`config.mk`:
```
export PLATFORM = sky130hd
export DESIGN_NAME = mmio_uart_tx_flat
export DESIGN_NICKNAME = d
export VERILOG_FILES = /design/src/rtl/mmio_uart_tx_if.sv /design/src/rtl/mmio_uart_tx.sv /design/src/flat_wrapper.sv
export SDC_FILE = /design/constraint.sdc
export NUM_CORES = 1
export LEC_CHECK = 0
export CORE_MARGIN = 3
export CORE_UTILIZATION = 45
export CTS_CLUSTER_DIAMETER = 200
export DETAILED_ROUTE_END_ITERATION = 8
export GPL_TIMING_DRIVEN = 0
export PLACE_DENSITY = 0.8
export SETUP_SLACK_MARGIN = 0.1
export SLEW_MARGIN = 20
export SYNTH_ARGS = -nofsm -noshare
export SYNTH_HDL_FRONTEND = slang
export SYNTH_SLANG_ARGS = --single-unit
```
`constraint.sdc`:
```
create_clock -name clock -period 2.5 [get_ports clock]
set_input_delay 0.25 -clock clock [delete_from_list [all_inputs] [get_ports clock]]
set_output_delay 0.25 -clock clock [all_outputs]
set_load 0.05 [all_outputs]
```
`src/rtl/mmio_uart_tx_if.sv`:
```
// CPU-side memory bus bundle for the serial transmit peripheral.
// The CPU drives the master side; the peripheral takes the slave side.
interface mmio_uart_tx_if;
    logic [31:0] address;
    logic [63:0] data_in;
    logic        mem_write_en;
    logic        mem_read;
    logic [1:0]  size;
    logic [63:0] data_out;
    logic        data_out_en;

    modport master (
        output address, data_in, mem_write_en, mem_read, size,
        input  data_out, data_out_en
    );

    modport slave (
        input  address, data_in, mem_write_en, mem_read, size,
        output data_out, data_out_en
    );
endinterface

```
`src/rtl/mmio_uart_tx.sv`:
```
// Memory-mapped 8N1 serial transmitter: TXDATA feeds a small FIFO drained by a
// START/DATA/STOP shifter; STATUS and DIVISOR are readable over the CPU bus.
module mmio_uart_tx #(
    parameter logic [31:0] BASE_ADDR  = 32'hFFFF_0000,
    parameter int unsigned FIFO_DEPTH = 4,
    parameter logic [15:0] DIV_RESET  = 16'd16
) (
    input  logic              clock,
    input  logic              reset,
    mmio_uart_tx_if.slave     bus,
    output logic              tx,
    output logic              irq
);
    localparam int unsigned AW = $clog2(FIFO_DEPTH);
    localparam int unsigned CW = AW + 1;

    typedef enum logic [1:0] {IDLE, START, DATA, STOP} state_e;

    state_e         state_q, state_d;
    logic [7:0]     shift_q, shift_d;
    logic [2:0]     bit_q, bit_d;
    logic [15:0]    timer_q, timer_d;
    logic [15:0]    div_lat_q, div_lat_d;
    logic [15:0]    divisor_q, divisor_d;
    logic           ovf_q, ovf_d;
    logic [AW-1:0]  wr_ptr_q, wr_ptr_d;
    logic [AW-1:0]  rd_ptr_q, rd_ptr_d;
    logic [CW-1:0]  count_q, count_d;
    logic [7:0]     fifo_q [FIFO_DEPTH];
    logic [7:0]     fifo_d [FIFO_DEPTH];
    logic           tx_q, tx_d;
    logic           irq_q, irq_d;

    logic        hit, wr_tx, wr_div, rd_stat;
    logic        full, empty, push, pop;
    logic [4:0]  offset;
    logic [15:0] div_eff;
    logic [7:0]  count_ext;
    logic [63:0] status;

    always_comb begin
        hit       = bus.address[31:5] == BASE_ADDR[31:5];
        offset    = bus.address[4:0];
        wr_tx     = bus.mem_write_en & hit & (offset == 5'h00);
        wr_div    = bus.mem_write_en & hit & (offset == 5'h10);
        rd_stat   = bus.mem_read & hit & (offset == 5'h08);
        full      = count_q == CW'(FIFO_DEPTH);
        empty     = count_q == '0;
        pop       = (state_q == IDLE) & ~empty;
        // A pop in the same cycle frees a slot, so a write to a full FIFO is still taken.
        push      = wr_tx & (~full | pop);
        div_eff   = (divisor_q == '0) ? 16'd1 : divisor_q;
        count_ext = 8'(count_q);
        status    = {56'b0, count_ext[3:0], ovf_q, empty, full, state_q != IDLE};
    end

    always_comb begin
        bus.data_out_en = bus.mem_read & hit;
        bus.data_out    = '0;
        if (bus.data_out_en) begin
            case (offset)
                5'h08:   bus.data_out = status;
                5'h10:   bus.data_out = {48'b0, divisor_q};
                default: bus.data_out = '0;
            endcase
        end
    end

    always_comb begin
        wr_ptr_d = wr_ptr_q;
        rd_ptr_d = rd_ptr_q;
        count_d  = count_q;
        fifo_d   = fifo_q;
        if (push) begin
            fifo_d[wr_ptr_q] = bus.data_in[7:0];
            wr_ptr_d         = wr_ptr_q + AW'(1);
        end
        if (pop) begin
            rd_ptr_d = rd_ptr_q + AW'(1);
        end
        case ({push, pop})
            2'b10:   count_d = count_q + CW'(1);
            2'b01:   count_d = count_q - CW'(1);
            default: count_d = count_q;
        endcase

        ovf_d = ovf_q;
        if (rd_stat) ovf_d = 1'b0;
        if (wr_tx & full & ~pop) ovf_d = 1'b1;

        divisor_d = divisor_q;
        if (wr_div) begin
            if (bus.size == 2'b00) divisor_d[7:0] = bus.data_in[7:0];
            else                   divisor_d      = bus.data_in[15:0];
        end
    end

    always_comb begin
        state_d   = state_q;
        shift_d   = shift_q;
        bit_d     = bit_q;
        timer_d   = timer_q;
        div_lat_d = div_lat_q;
        tx_d      = 1'b1;
        case (state_q)
            IDLE: begin
                if (!empty) begin
                    shift_d   = fifo_q[rd_ptr_q];
                    div_lat_d = div_eff;
                    timer_d   = div_eff - 16'd1;
                    state_d   = START;
                end
            end
            START: begin
                tx_d = 1'b0;
                if (timer_q == '0) begin
                    timer_d = div_lat_q - 16'd1;
                    bit_d   = '0;
                    state_d = DATA;
                end else begin
                    timer_d = timer_q - 16'd1;
                end
            end
            DATA: begin
                tx_d = shift_q[0];
                if (timer_q == '0) begin
                    timer_d = div_lat_q - 16'd1;
                    if (bit_q == 3'd7) begin
                        state_d = STOP;
                    end else begin
                        shift_d = {1'b0, shift_q[7:1]};
                        bit_d   = bit_q + 3'd1;
                    end
                end else begin
                    timer_d = timer_q - 16'd1;
                end
            end
            STOP: begin
                if (timer_q == '0) state_d = IDLE;
                else               timer_d = timer_q - 16'd1;
            end
            default: state_d = IDLE;
        endcase
        irq_d = empty & (state_q == IDLE);
    end

    always_ff @(posedge clock or negedge reset) begin
        if (!reset) begin
            state_q   <= IDLE;
            shift_q   <= '0;
            bit_q     <= '0;
            timer_q   <= '0;
            div_lat_q <= 16'd1;
            divisor_q <= DIV_RESET;
            ovf_q     <= 1'b0;
            wr_ptr_q  <= '0;
            rd_ptr_q  <= '0;
            count_q   <= '0;
            fifo_q    <= '{default: '0};
            tx_q      <= 1'b1;
            irq_q     <= 1'b1;
        end else begin
            state_q   <= state_d;
            shift_q   <= shift_d;
            bit_q     <= bit_d;
            timer_q   <= timer_d;
            div_lat_q <= div_lat_d;
            divisor_q <= divisor_d;
            ovf_q     <= ovf_d;
            wr_ptr_q  <= wr_ptr_d;
            rd_ptr_q  <= rd_ptr_d;
            count_q   <= count_d;
            fifo_q    <= fifo_d;
            tx_q      <= tx_d;
            irq_q     <= irq_d;
        end
    end

    assign tx  = tx_q;
    assign irq = irq_q;
endmodule

```
`src/flat_wrapper.sv`:
```
// flat-port wrapper written by rule: the top's interface ports become plain ports
module mmio_uart_tx_flat 
#(
    parameter logic [31:0] BASE_ADDR  = 32'hFFFF_0000,
    parameter int unsigned FIFO_DEPTH = 4,
    parameter logic [15:0] DIV_RESET  = 16'd16
)
  (clock, reset, tx, irq, bus_address, bus_data_in, bus_mem_write_en, bus_mem_read, bus_size, bus_data_out, bus_data_out_en);
  mmio_uart_tx_if bus_i ();
  input  logic clock;
  input  logic reset;
  output logic tx;
  output logic irq;
  input wire logic [$bits(bus_i.address)-1:0] bus_address;
  input wire logic [$bits(bus_i.data_in)-1:0] bus_data_in;
  input wire logic [$bits(bus_i.mem_write_en)-1:0] bus_mem_write_en;
  input wire logic [$bits(bus_i.mem_read)-1:0] bus_mem_read;
  input wire logic [$bits(bus_i.size)-1:0] bus_size;
  output wire logic [$bits(bus_i.data_out)-1:0] bus_data_out;
  output wire logic [$bits(bus_i.data_out_en)-1:0] bus_data_out_en;
  assign bus_i.address = bus_address;
  assign bus_i.data_in = bus_data_in;
  assign bus_i.mem_write_en = bus_mem_write_en;
  assign bus_i.mem_read = bus_mem_read;
  assign bus_i.size = bus_size;
  assign bus_data_out = bus_i.data_out;
  assign bus_data_out_en = bus_i.data_out_en;
  mmio_uart_tx #(.BASE_ADDR(BASE_ADDR), .FIFO_DEPTH(FIFO_DEPTH), .DIV_RESET(DIV_RESET)) u_core (.clock(clock), .reset(reset), .bus(bus_i), .tx(tx), .irq(irq));
endmodule
```
Yosys cells after proc, flatten, opt, wreduce, memory -nomap -nowiden --
Index checks and enable logic that the tools add are counted.
Word-level totals: bits in writable memories 0, output and inout bits 67, bits in latches 0, register bits after elaboration 103, memories kept 0, memory bits (read-only) 0, logic and storage cells 112, bits of input ports 102
Cells by class: bitwise operators 17, order comparisons 3, reduce and logical (&&, ||, !) cells 19, divide/modulo/power cells 0, $mul 0, equality and inequality tests 17, shift operators 0, $add $sub $neg 8, mux-type cells 31
Operators by type and width (number):
- two-way mux 16 bit | 4
- two-way mux 64 bit | 1
- two-way mux 8 bit | 6
- one-hot mux 16 bit (3 select lines) | 1
- subtractor 16 x 1 -> 16 bit (second input constant) | 3
- bitwise mux 32 bit | 1
- zero test 16 bit | 2
- one-hot mux 16 bit (2 select lines) | 1
- equality test 27 bit (second input constant) | 1
- binary-select mux 8 bit (select 2 bit) | 1
- demux 8 bit (select 2 bit) | 1
- one-hot mux 8 bit (2 select lines) | 1
- one-hot mux 3 bit (2 select lines) | 2
- AND 1 bit | 10
- two-way mux 2 bit | 5
- nonzero test 2 bit | 5
- two-way mux 3 bit | 3
- inequality test 2 x 1 -> 1 bit (second input constant) | 4
- one-hot mux 2 bit (4 select lines) | 1
- AND reduction 4 bit | 2
- adder 3 x 1 -> 3 bit (second input constant) | 2
- equality test 2 bit (second input constant) | 3
- equality test 3 bit (second input constant) | 2
- >= comparator 3 bit (second input constant) | 2
- 19 further kinds | 31

Depth between registers and ports, before layout --
Gate-level depths: netlist of run 1.
depth in word-level cells 7, mapped depth 12, depth with buffers taken out 11

Least setup slack after synthesis of run 1 --
Ideal clock, no wire load.
kind input to output, from in bus_address[11], to out bus_data_out[1], path slack -917 ps, path buffers 0, data required time 2250 ps, arrival 3167 ps, cell stages on the path 6, cells stage by stage or4b_1 > nor4_2 > and3_1 > and3_1 > nand2_1 > o31ai_1
On the way: word-level cells in the longest chain between the ends 3
RTL lines:
- from (decl) | RTL line flat_wrapper.sv:14 | input wire logic [$bits(bus_i.address)-1:0] bus_address;
- equality test 27 bit | RTL line mmio_uart_tx.sv:42 | hit = bus.address[31:5] == BASE_ADDR[31:5];
- AND 1 bit | RTL line mmio_uart_tx.sv:58 | bus.data_out_en = bus.mem_read & hit;
- net bus_data_out_en | RTL line flat_wrapper.sv:20 | output wire logic [$bits(bus_i.data_out_en)-1:0] bus_data_out_en;
- two-way mux 64 bit | RTL line mmio_uart_tx.sv:60 | if (bus.data_out_en) begin
- to (decl) | RTL line flat_wrapper.sv:19 | output wire logic [$bits(bus_i.data_out)-1:0] bus_data_out;
The timed path passes the listed nets, and every way through them passes these cells.

Final worst setup path of run 1 --
from reg u_core.divisor_q[6], to reg u_core.timer_q[12]
On the way: word-level cells in the longest chain between the ends 5
RTL lines:
- from (decl) | RTL line mmio_uart_tx.sv:24 | logic [15:0] divisor_q, divisor_d;
- from (signal assigned) | RTL line mmio_uart_tx.sv:168 | divisor_q <= divisor_d;
- zero test 16 bit | RTL line mmio_uart_tx.sv:52 | div_eff = (divisor_q == '0) ? 16'd1 : divisor_q;
- two-way mux 16 bit (*) | RTL line mmio_uart_tx.sv:52
- subtractor 16 x 1 -> 16 bit (*) | RTL line mmio_uart_tx.sv:110 | timer_d = div_eff - 16'd1;
- two-way mux 16 bit (*) | RTL line mmio_uart_tx.sv:107 | if (!empty) begin
- one-hot mux 16 bit (3 select lines) (*) | RTL line mmio_uart_tx.sv:105 | case (state_q)
- to (signal assigned) | RTL line mmio_uart_tx.sv:166 | timer_q <= timer_d;
- to (decl) | RTL line mmio_uart_tx.sv:22 | logic [15:0] timer_q, timer_d;
Mark *: on every way between the ends. The rest lies on a longest branch, timed or not. The select of a mux whose other input is x is not followed. A chain may end at the register's enable or synchronous reset.

==> run summary, run 1 <==
run status: finished with violations
failing checks: setup timing
clock power share: 0.423
RSZ-0062 raised after global routing: true
minimum clock period: 2610 ps
setup violators final: 14
Final #Nets: 919
Port Buffer Count: 72
EDFF count, synth: 0
Final Slew Violations: 0
TritonRoute pass-1 iters: 5
row cnt: 42
Avg Inst Size Synth: 10.0 sq um
TritonCTS clock tree: done
Clock Sinks: 103
Worst Skew: 9.19 ps
latest clock arrival within the worst-skew pair: 360 ps
r2r setup slk: -110 ps
Fill cells: 960
crit path cell chain: or4_4 > nor2_4 > a31oi_4 > ha_4 > nor3b_4 > nand3b_1 > or4_1 > xor2_1 > o211ai_1
largest net degree at the start of global routing: 83
Worst-path clk slew: 70 ps
final setup margin: -105 ps
die width: 125 um
Ys Warns: 0
Root Driver: clkbuf_16
Switching Power: 0.935 mW
simple logic cell fraction of the synthesized area: 0.182
fmax: 384 MHz
initial core utilization: 0.471
most common cell after layout, fill and taps aside: dfrtp_1
crit path max-delay cell type: dfrtp_1
Fin. Hold Viols: 0
ys async rst share: 1.00
CTS buffer count: 9
largest family of logic cells by synthesized area: simple AND/OR/NAND/NOR gates
Area Growth Syn to Fin: 37.3%
fin util: 0.646
num ports: 169
Vias/cell: 5.60
share of power burned in combinational logic: 0.106
Slew @ Worst Pin: 783 ps
dpl ws: -1110 ps
VDD IR max: 315 uV
multiplexer share of the synthesized area: 0.150
Post-Syn Instances: 633
die area: 15600 sq um
core box area: 13500 sq um
Max stage delay on crit path: 560 ps
pwr/cell area: 405 nW/um^2
sequential power share: 0.471
leading cell types in the layout, fill and taps excluded: dfrtp_1 (90), buf_4 (88), nand2_1 (77), mux2_2 (65), conb_1 (48)
layout cells sized above 1: 0.392
CP Launch Type: flop
number of synthesized register bits: 103
hold crit path type: in -> async
Synth area leader: dfrtp_1
Seq. cell area: 2590 sq um
Tot GR Track Use: 0.209
CP Buf/Inv Count: 0
clk buf depth: 2
# diodes: 0
register area share after synthesis: 0.406
ys flop type: dfrtp_1
DRC viols: 0
via count: 5501
Largest delay share family, worst path: simple AND/OR/NAND/NOR gates
routed length per instance: 18.1 um
ranking of synthesized cells by area: dfrtp_1 (39%), mux2_2 (12%), buf_4 (5.7%), nand2_1 (5.0%), ha_1 (3.0%)
Req. time, crit path: 2770 ps
adder-cell area share of the yosys netlist: 0.0327
Post-DP HPWL: 11.0 mm
Yosys top cell area share: 0.390
max-cap check violation count: 0
Final ANT Viol Nets: 0
Post-Synth XOR/XNOR Area: 0.0413
Compound-Gate Fraction of Synth Area: 0.0976
Syn Std Cell Area: 6360 sq um
grt ovf: 0
critical-path maximum fanout: 7
gpl congestion: 0.904
final WL: 17.8 mm
Leakage: 4.38 nW
Crit Path Category: reg -> reg
antenna violations before repair: 0
CP Data Arrival Time: 2880 ps
Slew HR: 0.478
H-tree levels: 3
1st-iter DRT viols: 452
Die Y: 125 um
area occupied by multi-input gates: 3850 sq um
Tcrit/Tclk final: 1.04
P_int: 2.60 mW
vias in the first global route: 5261
global-route wire length before repair: 26.7 mm
Worst setup EP type: flop
count of cell types in the netlist: 70
switching share of power: 0.264
[sequential cells by signal, summed over array words and instances (netlist names)]
name and count:
u_core.bit_q 3, u_core.fifo_q 32, u_core.ovf_q 1, u_core.state_q 2
u_core.irq 1, u_core.timer_q 16, u_core.wr_ptr_q 2, u_core.count_q 3
u_core.rd_ptr_q 2, u_core.divisor_q 16, u_core.shift_q 8, u_core.tx 1
u_core.div_lat_q 16
[power groups by stage]
| stage | clock network, mW | registers, mW | logic, mW |
|---|---|---|---|
| global placement | 0 | 1.70 | 0.367 |
| detailed placement | 0 | 1.70 | 0.374 |
| finish | 1.50 | 1.67 | 0.376 |
| global route | 1.56 | 1.67 | 0.401 |
| floorplan | 0 | 1.70 | 0.236 |
| CTS | 1.49 | 1.67 | 0.373 |
[worst reg2reg max path, stage by stage (launching register included)]
cell and delay (ps):
dfrtp_1 560, or4_4 220, nor2_4 50, a31oi_4 260
ha_4 190, nor3b_4 240, nand3b_1 210, or4_1 480
xor2_1 160, o211ai_1 160
[metal layers]
layer	up-vias	track usage	share of wire
met2	275	0.353	0.49
met5	-	0	0
met4	0	0.0733	0.029
met1	2688	0.273	0.40
met3	49	0.0326	0.083
li1	2489	-	-
[Yosys cell counts, drive strengths merged, types with 4 or more instances]
cell,instances
dfrtp,99
nand2,84
mux2,65
buf,60
nor2,31
clkbuf,21
o21ai,20
inv,19
nand3,17
xnor2,17
and2,15
ha,15
nor4,15
nor3,13
xor2,13
a21oi,11
a22o,9
mux4,8
o31ai,8
or4,7
a21o,6
nand4,5
o211ai,5
a31oi,4
and3,4
dfstp,4
mux2i,4
nor2b,4
or3,4
[per-stage QoR]
| step | hold slack, ps | TNS (ps) | cells | total power, mW | cell area [sq um] |
|---|---|---|---|---|---|
| 2_1_floorplan | -45.6 | -0.994 | 680 | 1.94 | 6680 |
| 3_3_place_gp | 473 | -307910 | 928 | 2.07 | 7620 |
| 3_5_place_dp | 120 | -40770 | 929 | 2.07 | 7650 |
| 4_1_cts | 318 | -231 | 967 | 3.53 | 8420 |
| 5_1_grt | 363 | -2450 | 982 | 3.63 | 8730 |
| 6_report | 326 | -571 | 982 | 3.54 | 8730 |
[kinds of logic (layout without fill, tap and decap cells)]
family,Yosys count,in the layout
and+or+nand+nor,217,217
DFF,103,103
buffers and inverters,101,227
AOI/OAI and AO/OA,88,88
muxes,77,77
xor gates and xnor gates,30,30
adders and majority gates,16,16
other,1,48
[what timing repair did]
| action | 4_1_cts | 5_1_grt |
|---|---|---|
| pin swaps | 22 | 25 |
| setup buffers | 23 | 15 |
| endpoints found under the hold margin | 21 | 0 |
| endpoints found under the setup margin | 86 | 44 |
| hold buffers | 1 | 0 |
| gates cloned | 1 | 0 |
| resized for setup | 210 | 61 |
[cell type report]
type	count	area share
Multi-Input combinational cell	476	0.441
Sequential cell	103	0.297
Timing Repair Buffer	113	0.127
Buffer	78	0.0642
Clock buffer	9	0.0258
Tap cell	176	0.0252
Clock inverter	7	0.0106
Inverter	20	0.00917
[worst paths after layout]
check	depth (start not counted)	startpoint	end
worst max-delay path	9	u_core.divisor_q[6]	u_core.timer_q[12]
worst min-delay path	2	reset	u_core.divisor_q[10]
worst max register to register	9	u_core.divisor_q[6]	u_core.timer_q[12]
worst min register to register	2	u_core.shift_q[0]	u_core.tx
max in group asynchronous	3	reset	u_core.tx
min in group clock	5	bus_address[13]	u_core.ovf_q
Note: power is estimated with default switching activity, not from simulation.
==> inputs of run 2 (changes only) <==
--- a/config.mk
+++ b/config.mk
@@ -10,7 +10,7 @@
 export CTS_CLUSTER_DIAMETER = 200
 export DETAILED_ROUTE_END_ITERATION = 8
 export GPL_TIMING_DRIVEN = 0
-export PLACE_DENSITY = 0.8
+export PLACE_DENSITY_LB_ADDON = 0.3
 export SETUP_SLACK_MARGIN = 0.1
 export SLEW_MARGIN = 20
 export SYNTH_ARGS = -nofsm -noshare
==> run 2 against run 1 <==
Flip-flop and latch count did not move; cell count rose by 0.31%; die area did not move; the run still ends with setup timing left; highest routed layer unchanged; cell area fell by 0.33%; maximum frequency rose by 0.86%; clock-buffer cell count did not move; non-clock buffer count rose by 3; combinational power barely moved; wire length fell by 6.5%; critical path depth rose by 3.
==> run summary, run 2 (synthesis results as in run 1) <==
Die Y: 125 um (unchanged)
TritonRoute pass-1 iters: 5 (unchanged)
die area: 15600 sq um (unchanged)
Vias/cell: 5.43 (was 5.60)
Slew HR: 0.473 (was 0.478)
Leakage: 4.38 nW (about the same)
latest clock arrival within the worst-skew pair: 350 ps (was 360 ps)
CP Launch Type: flop (unchanged)
Crit Path Category: reg -> reg (unchanged)
largest net degree at the start of global routing: 77 (was 83)
1st-iter DRT viols: 342 (was 452)
H-tree levels: 3 (unchanged)
antenna violations before repair: 0 (unchanged)
Tot GR Track Use: 0.206 (was 0.209)
Post-DP HPWL: 11.6 mm (was 11.0 mm)
setup violators final: 4 (was 14)
P_int: 2.52 mW (was 2.60 mW)
Final #Nets: 922 (was 919)
sequential power share: 0.478 (was 0.471)
Critical path origin: u_core.divisor_q[0] (was u_core.divisor_q[6])
initial core utilization: 0.471 (unchanged)
final setup margin: -82.9 ps (was -105 ps)
run status: finished with violations (unchanged)
Area Growth Syn to Fin: 36.8% (was 37.3%)
dpl ws: -1080 ps (was -1110 ps)
num ports: 169 (unchanged)
Setup TNS: -167 ps (was -571 ps)
CTS buffer count: 9 (unchanged)
leading cell types in the layout, fill and taps excluded: dfrtp_1 (93), buf_4 (90), nand2_1 (77), mux2_2 (65), conb_1 (48) (was dfrtp_1 (90), buf_4 (88), nand2_1 (77), mux2_2 (65), conb_1 (48))
Final ANT Viol Nets: 0 (unchanged)
routed length per instance: 16.9 um (was 18.1 um)
die width: 125 um (unchanged)
Layout Cells excl Fill: 985 (was 982)
share of power burned in combinational logic: 0.108 (was 0.106)
global-route wire length before repair: 26.6 mm (was 26.7 mm)
Worst-path clk slew: 80 ps (was 70 ps)
gpl congestion: 0.883 (was 0.904)
Req. time, crit path: 2740 ps (was 2770 ps)
Worst Skew: 13.1 ps (was 9.19 ps)
CP Data Arrival Time: 2820 ps (was 2880 ps)
Fin. Hold Viols: 0 (unchanged)
pwr/cell area: 401 nW/um^2 (was 405 nW/um^2)
most common cell after layout, fill and taps aside: dfrtp_1 (unchanged)
failing checks: setup timing (unchanged)
Final Slew Violations: 0 (unchanged)
Reg with most FFs: u_core.fifo_q (unchanged)
# diodes: 0 (unchanged)
VDD IR max: 384 uV (was 315 uV)
via count: 5345 (was 5501)
Port Buffer Count: 72 (unchanged)
Critical R2R Launch: u_core.divisor_q[0] (was u_core.divisor_q[6])
Switching Power: 0.962 mW (was 0.935 mW)
core box area: 13500 sq um (unchanged)
hold crit path type: in -> async (unchanged)
clock power share: 0.414 (was 0.423)
RSZ-0062 raised after global routing: true (unchanged)
row cnt: 42 (unchanged)
Worst setup EP type: flop (unchanged)
switching share of power: 0.276 (was 0.264)
TritonCTS clock tree: done (unchanged)
vias in the first global route: 5368 (was 5261)
fmax: 387 MHz (was 384 MHz)
Largest register FFs: 32 (unchanged)
Clock Sinks: 103 (unchanged)
Fin Hold WS: 334 ps (was 326 ps)
DRC viols: 0 (unchanged)
placed cell count: 929 (unchanged)
Tcrit/Tclk final: 1.03 (was 1.04)
layout cells sized above 1: 0.396 (was 0.392)
Root Driver: clkbuf_16 (unchanged)
max-cap check violation count: 0 (unchanged)
minimum clock period: 2580 ps (was 2610 ps)
Slew @ Worst Pin: 790 ps (was 783 ps)
critical-path maximum fanout: 3 (was 7)
clk buf depth: 2 (unchanged)
grt ovf: 0 (unchanged)
final WL: 16.6 mm (was 17.8 mm)
## run 2: layout make-up
class	count	area, sq um
fill	1048	4800
multi-input combinational	476	3840
sequential	103	2590
timing repair buffer	116	1100
buffer	78	561
clock buffer	9	225
tap	176	220
clock inverter	7	85.1
inverter	20	80.1
## run 2: per-layer routing
layer  vias to the layer above  share of wire  global-route usage
li1                       2493              -                   -
met1                      2555           0.41               0.269
met2                       255           0.48               0.342
met3                        42          0.074              0.0429
met4                         0          0.031              0.0714
met5                         -              0                   0
## run 2: metrics by stage
stage,util,power (mW),instance area (sq um)
floorplan,-,1.94,6680
global placement,0.564,2.07,7620
detailed placement,0.566,2.07,7650
CTS,0.615,3.51,8310
global route,0.644,3.62,8700
finish,0.644,3.49,8700
## run 2: final timing paths
check	endpoint	slack, ps	cells after the start
worst max-delay path	u_core.timer_q[10]	-80	12
worst min-delay path	u_core.div_lat_q[11]	330	2
worst max register to register	u_core.timer_q[10]	-80	12
worst min register to register	u_core.tx	500	2
max in group asynchronous	u_core.tx	1480	3
min in group clock	u_core.tx	500	2
## run 2: repair_timing
item / CTS / global route
hold buffers: 1 / 0
gates resized for setup: 200 / 69
pin swaps: 22 / 25
endpoints found under the setup margin: 85 / 73
endpoints found under the hold margin: 27 / 0
gates cloned: 1 / 0
setup buffers: 20 / 21
## run 2: power by group through the flow
stage | logic [mW] | registers (mW) | clock network (mW)
final | 0.377 | 1.67 | 1.44
after global routing | 0.401 | 1.67 | 1.55
after CTS | 0.374 | 1.67 | 1.47
after detailed placement | 0.376 | 1.70 | 0
after global placement | 0.367 | 1.70 | 0
after floorplan | 0.236 | 1.70 | 0
## run 2: critical path: stages (launching register included)
cell       delay, ps
dfrtp_2          430
or4_4            550
buf_8            140
nor2_4            90
a31oi_4          120
ha_4             200
nor3b_4          150
nand3b_1         150
buf_6            150
nor2_4            40
xnor2_2          190
a2bb2oi_1        170
nand3_1           90
==> inputs of run 3 (changes only) <==
--- a/config.mk
+++ b/config.mk
@@ -6,7 +6,8 @@
 export NUM_CORES = 1
 export LEC_CHECK = 0
 export CORE_MARGIN = 3
-export CORE_UTILIZATION = 45
+export CORE_UTILIZATION = 46
+export CTS_BUF_LIST = sky130_fd_sc_hd__clkbuf_8
 export CTS_CLUSTER_DIAMETER = 200
 export DETAILED_ROUTE_END_ITERATION = 8
 export GPL_TIMING_DRIVEN = 0
==> run 3 against run 2 <==
The flow still finishes with violations (setup timing); wire length up 3.5%; clock skew increased by 0.96 ps; maximum frequency grew 0.56%.
==> run summary, run 3 (synthesis results as in run 1) <==
die width: 124 um (was 125 um)
1st-iter DRT viols: 429 (was 342)
Vias/cell: 5.48 (was 5.43)
Reg with most FFs: u_core.fifo_q (unchanged)
core box area: 13400 sq um (was 13500 sq um)
antenna violations before repair: 0 (unchanged)
VDD IR max: 371 uV (was 384 uV)
via count: 5395 (was 5345)
# diodes: 0 (unchanged)
TritonCTS clock tree: done (unchanged)
Area Growth Syn to Fin: 36.3% (was 36.8%)
H-tree levels: 3 (unchanged)
clk buf depth: 2 (unchanged)
max-cap check violation count: 0 (unchanged)
Tcrit/Tclk final: 1.03 (about the same)
DRC viols: 0 (unchanged)
Final Slew Violations: 0 (unchanged)
Fin. Hold Viols: 0 (unchanged)
Worst-path clk slew: 110 ps (was 80 ps)
hold crit path type: in -> async (unchanged)
Root Driver: clkbuf_8 (was clkbuf_16)
Cell Area, Placed: 7650 sq um (unchanged)
Worst Skew: 14.0 ps (was 13.1 ps)
Port Buffer Count: 72 (unchanged)
most common cell after layout, fill and taps aside: dfrtp_1 (unchanged)
TritonRoute pass-1 iters: 5 (unchanged)
CP Data Arrival Time: 2900 ps (was 2820 ps)
Layout Cells excl Fill: 985 (unchanged)
minimum clock period: 2570 ps (was 2580 ps)
Leakage: 4.36 nW (was 4.38 nW)
vias in the first global route: 5290 (was 5368)
row cnt: 42 (unchanged)
initial core utilization: 0.475 (was 0.471)
latest clock arrival within the worst-skew pair: 390 ps (was 350 ps)
setup violators final: 6 (was 4)
Post-DP HPWL: 11.9 mm (was 11.6 mm)
final setup margin: -68.5 ps (was -82.9 ps)
Final #Nets: 922 (unchanged)
failing checks: setup timing (unchanged)
fin util: 0.647 (was 0.644)
pwr/cell area: 358 nW/um^2 (was 401 nW/um^2)
Tot GR Track Use: 0.221 (was 0.206)
met1 usage: 0.276 (was 0.269)
fmax: 389 MHz (was 387 MHz)
RSZ-0062 raised after global routing: true (unchanged)
Req. time, crit path: 2830 ps (was 2740 ps)
Fill cells: 1041 (was 1048)
critical-path maximum fanout: 4 (was 3)
Final Instance Area: 8670 sq um (was 8700 sq um)
leading cell types in the layout, fill and taps excluded: dfrtp_1 (92), buf_4 (88), nand2_1 (77), mux2_2 (65), conb_1 (48) (was dfrtp_1 (93), buf_4 (90), nand2_1 (77), mux2_2 (65), conb_1 (48))
CTS buffer count: 9 (unchanged)
CP Launch Type: flop (unchanged)
Clock Sinks: 103 (unchanged)
Slew @ Worst Pin: 785 ps (was 790 ps)
Largest register FFs: 32 (unchanged)
layout cells sized above 1: 0.396 (unchanged)
final WL: 17.2 mm (was 16.6 mm)
Die Y: 124 um (was 125 um)
largest net degree at the start of global routing: 85 (was 77)
gpl congestion: 0.905 (was 0.883)
busiest grt layer: met2 (unchanged)
Final ANT Viol Nets: 0 (unchanged)
grt ovf: 0 (unchanged)
num ports: 169 (unchanged)
Worst setup EP type: flop (unchanged)
Slew HR: 0.477 (was 0.473)
Crit Path Category: reg -> reg (unchanged)
placed cell count: 929 (unchanged)
run status: finished with violations (unchanged)
global-route wire length before repair: 26.5 mm (was 26.6 mm)
GR Util met2: 0.380 (was 0.342)
die area: 15300 sq um (was 15600 sq um)
routed length per instance: 17.5 um (was 16.9 um)
met3 usage: 0.0495 (was 0.0429)
## run 3: final timing paths
check | from | end | slack (ps) | depth (start not counted)
setup / recovery | u_core.divisor_q[1] | u_core.timer_q[14] | -70 | 12
hold / removal | reset | u_core.timer_q[6] | 260 | 2
setup reg to reg | u_core.divisor_q[1] | u_core.timer_q[14] | -70 | 12
hold reg to reg | u_core.shift_q[0] | u_core.tx | 500 | 2
max in group asynchronous | reset | u_core.divisor_q[4] | 1540 | 3
min in group clock | bus_data_in[14] | u_core.divisor_q[14] | 480 | 2
## run 3: routing by layer
metal  share of wire  up-vias  wire (um)
met4           0.028        0        476
met1            0.40     2620       6850
met5               0        -          0
met2            0.50      238       8590
li1                -     2491          -
met3           0.076       46       1310
## run 3: timing repair
item                       4_1_cts  5_1_grt
pin swaps                       25       24
hold buffers                     1        0
setup endpoints to repair       82       71
setup buffers                   24       18
hold endpoints to repair        19        0
cloned                           1        0
resized for setup              219       51
## run 3: final cells by class
| class | count | area [sq um] | area share |
|---|---|---|---|
| clock inverter | 7 | 70.1 | 0.00808 |
| clock buffer | 9 | 124 | 0.0143 |
| buffer | 79 | 566 | 0.0652 |
| tap | 176 | 220 | 0.0254 |
| timing repair buffer | 115 | 1130 | 0.131 |
| multi-input combinational | 476 | 3880 | 0.448 |
| sequential | 103 | 2590 | 0.299 |
| inverter | 20 | 82.6 | 0.00953 |
## run 3: critical path: stages, from the launching register on
cell and delay, ps:
dfrtp_2 430, or4_4 540, buf_8 140, nor2_4 90, a31oi_4 120, ha_4 210
nor3b_4 150, nand3b_1 170, buf_4 150, nor3_2 30, xor2_1 210, a21oi_1 100
a21oi_1 160
## run 3: through the flow
stage | hold WS [ps] | setup WS [ps] | TNS (ps) | power [mW]
global route | 269 | -123 | -1090 | 3.23
CTS | 255 | -62.1 | -81.6 | 3.13
detailed placement | 124 | -1090 | -38810 | 2.08
finish | 263 | -68.5 | -148 | 3.11
floorplan | -45.6 | -0.994 | -0.994 | 1.94
global placement | 474 | -2690 | -305250 | 2.07
## run 3: power breakdown
part,switching [mW],leakage (nW),internal [mW]
sequential,0.000635,1.40,1.67
clock,0.667,0.101,0.394
combinational,0.241,2.86,0.138
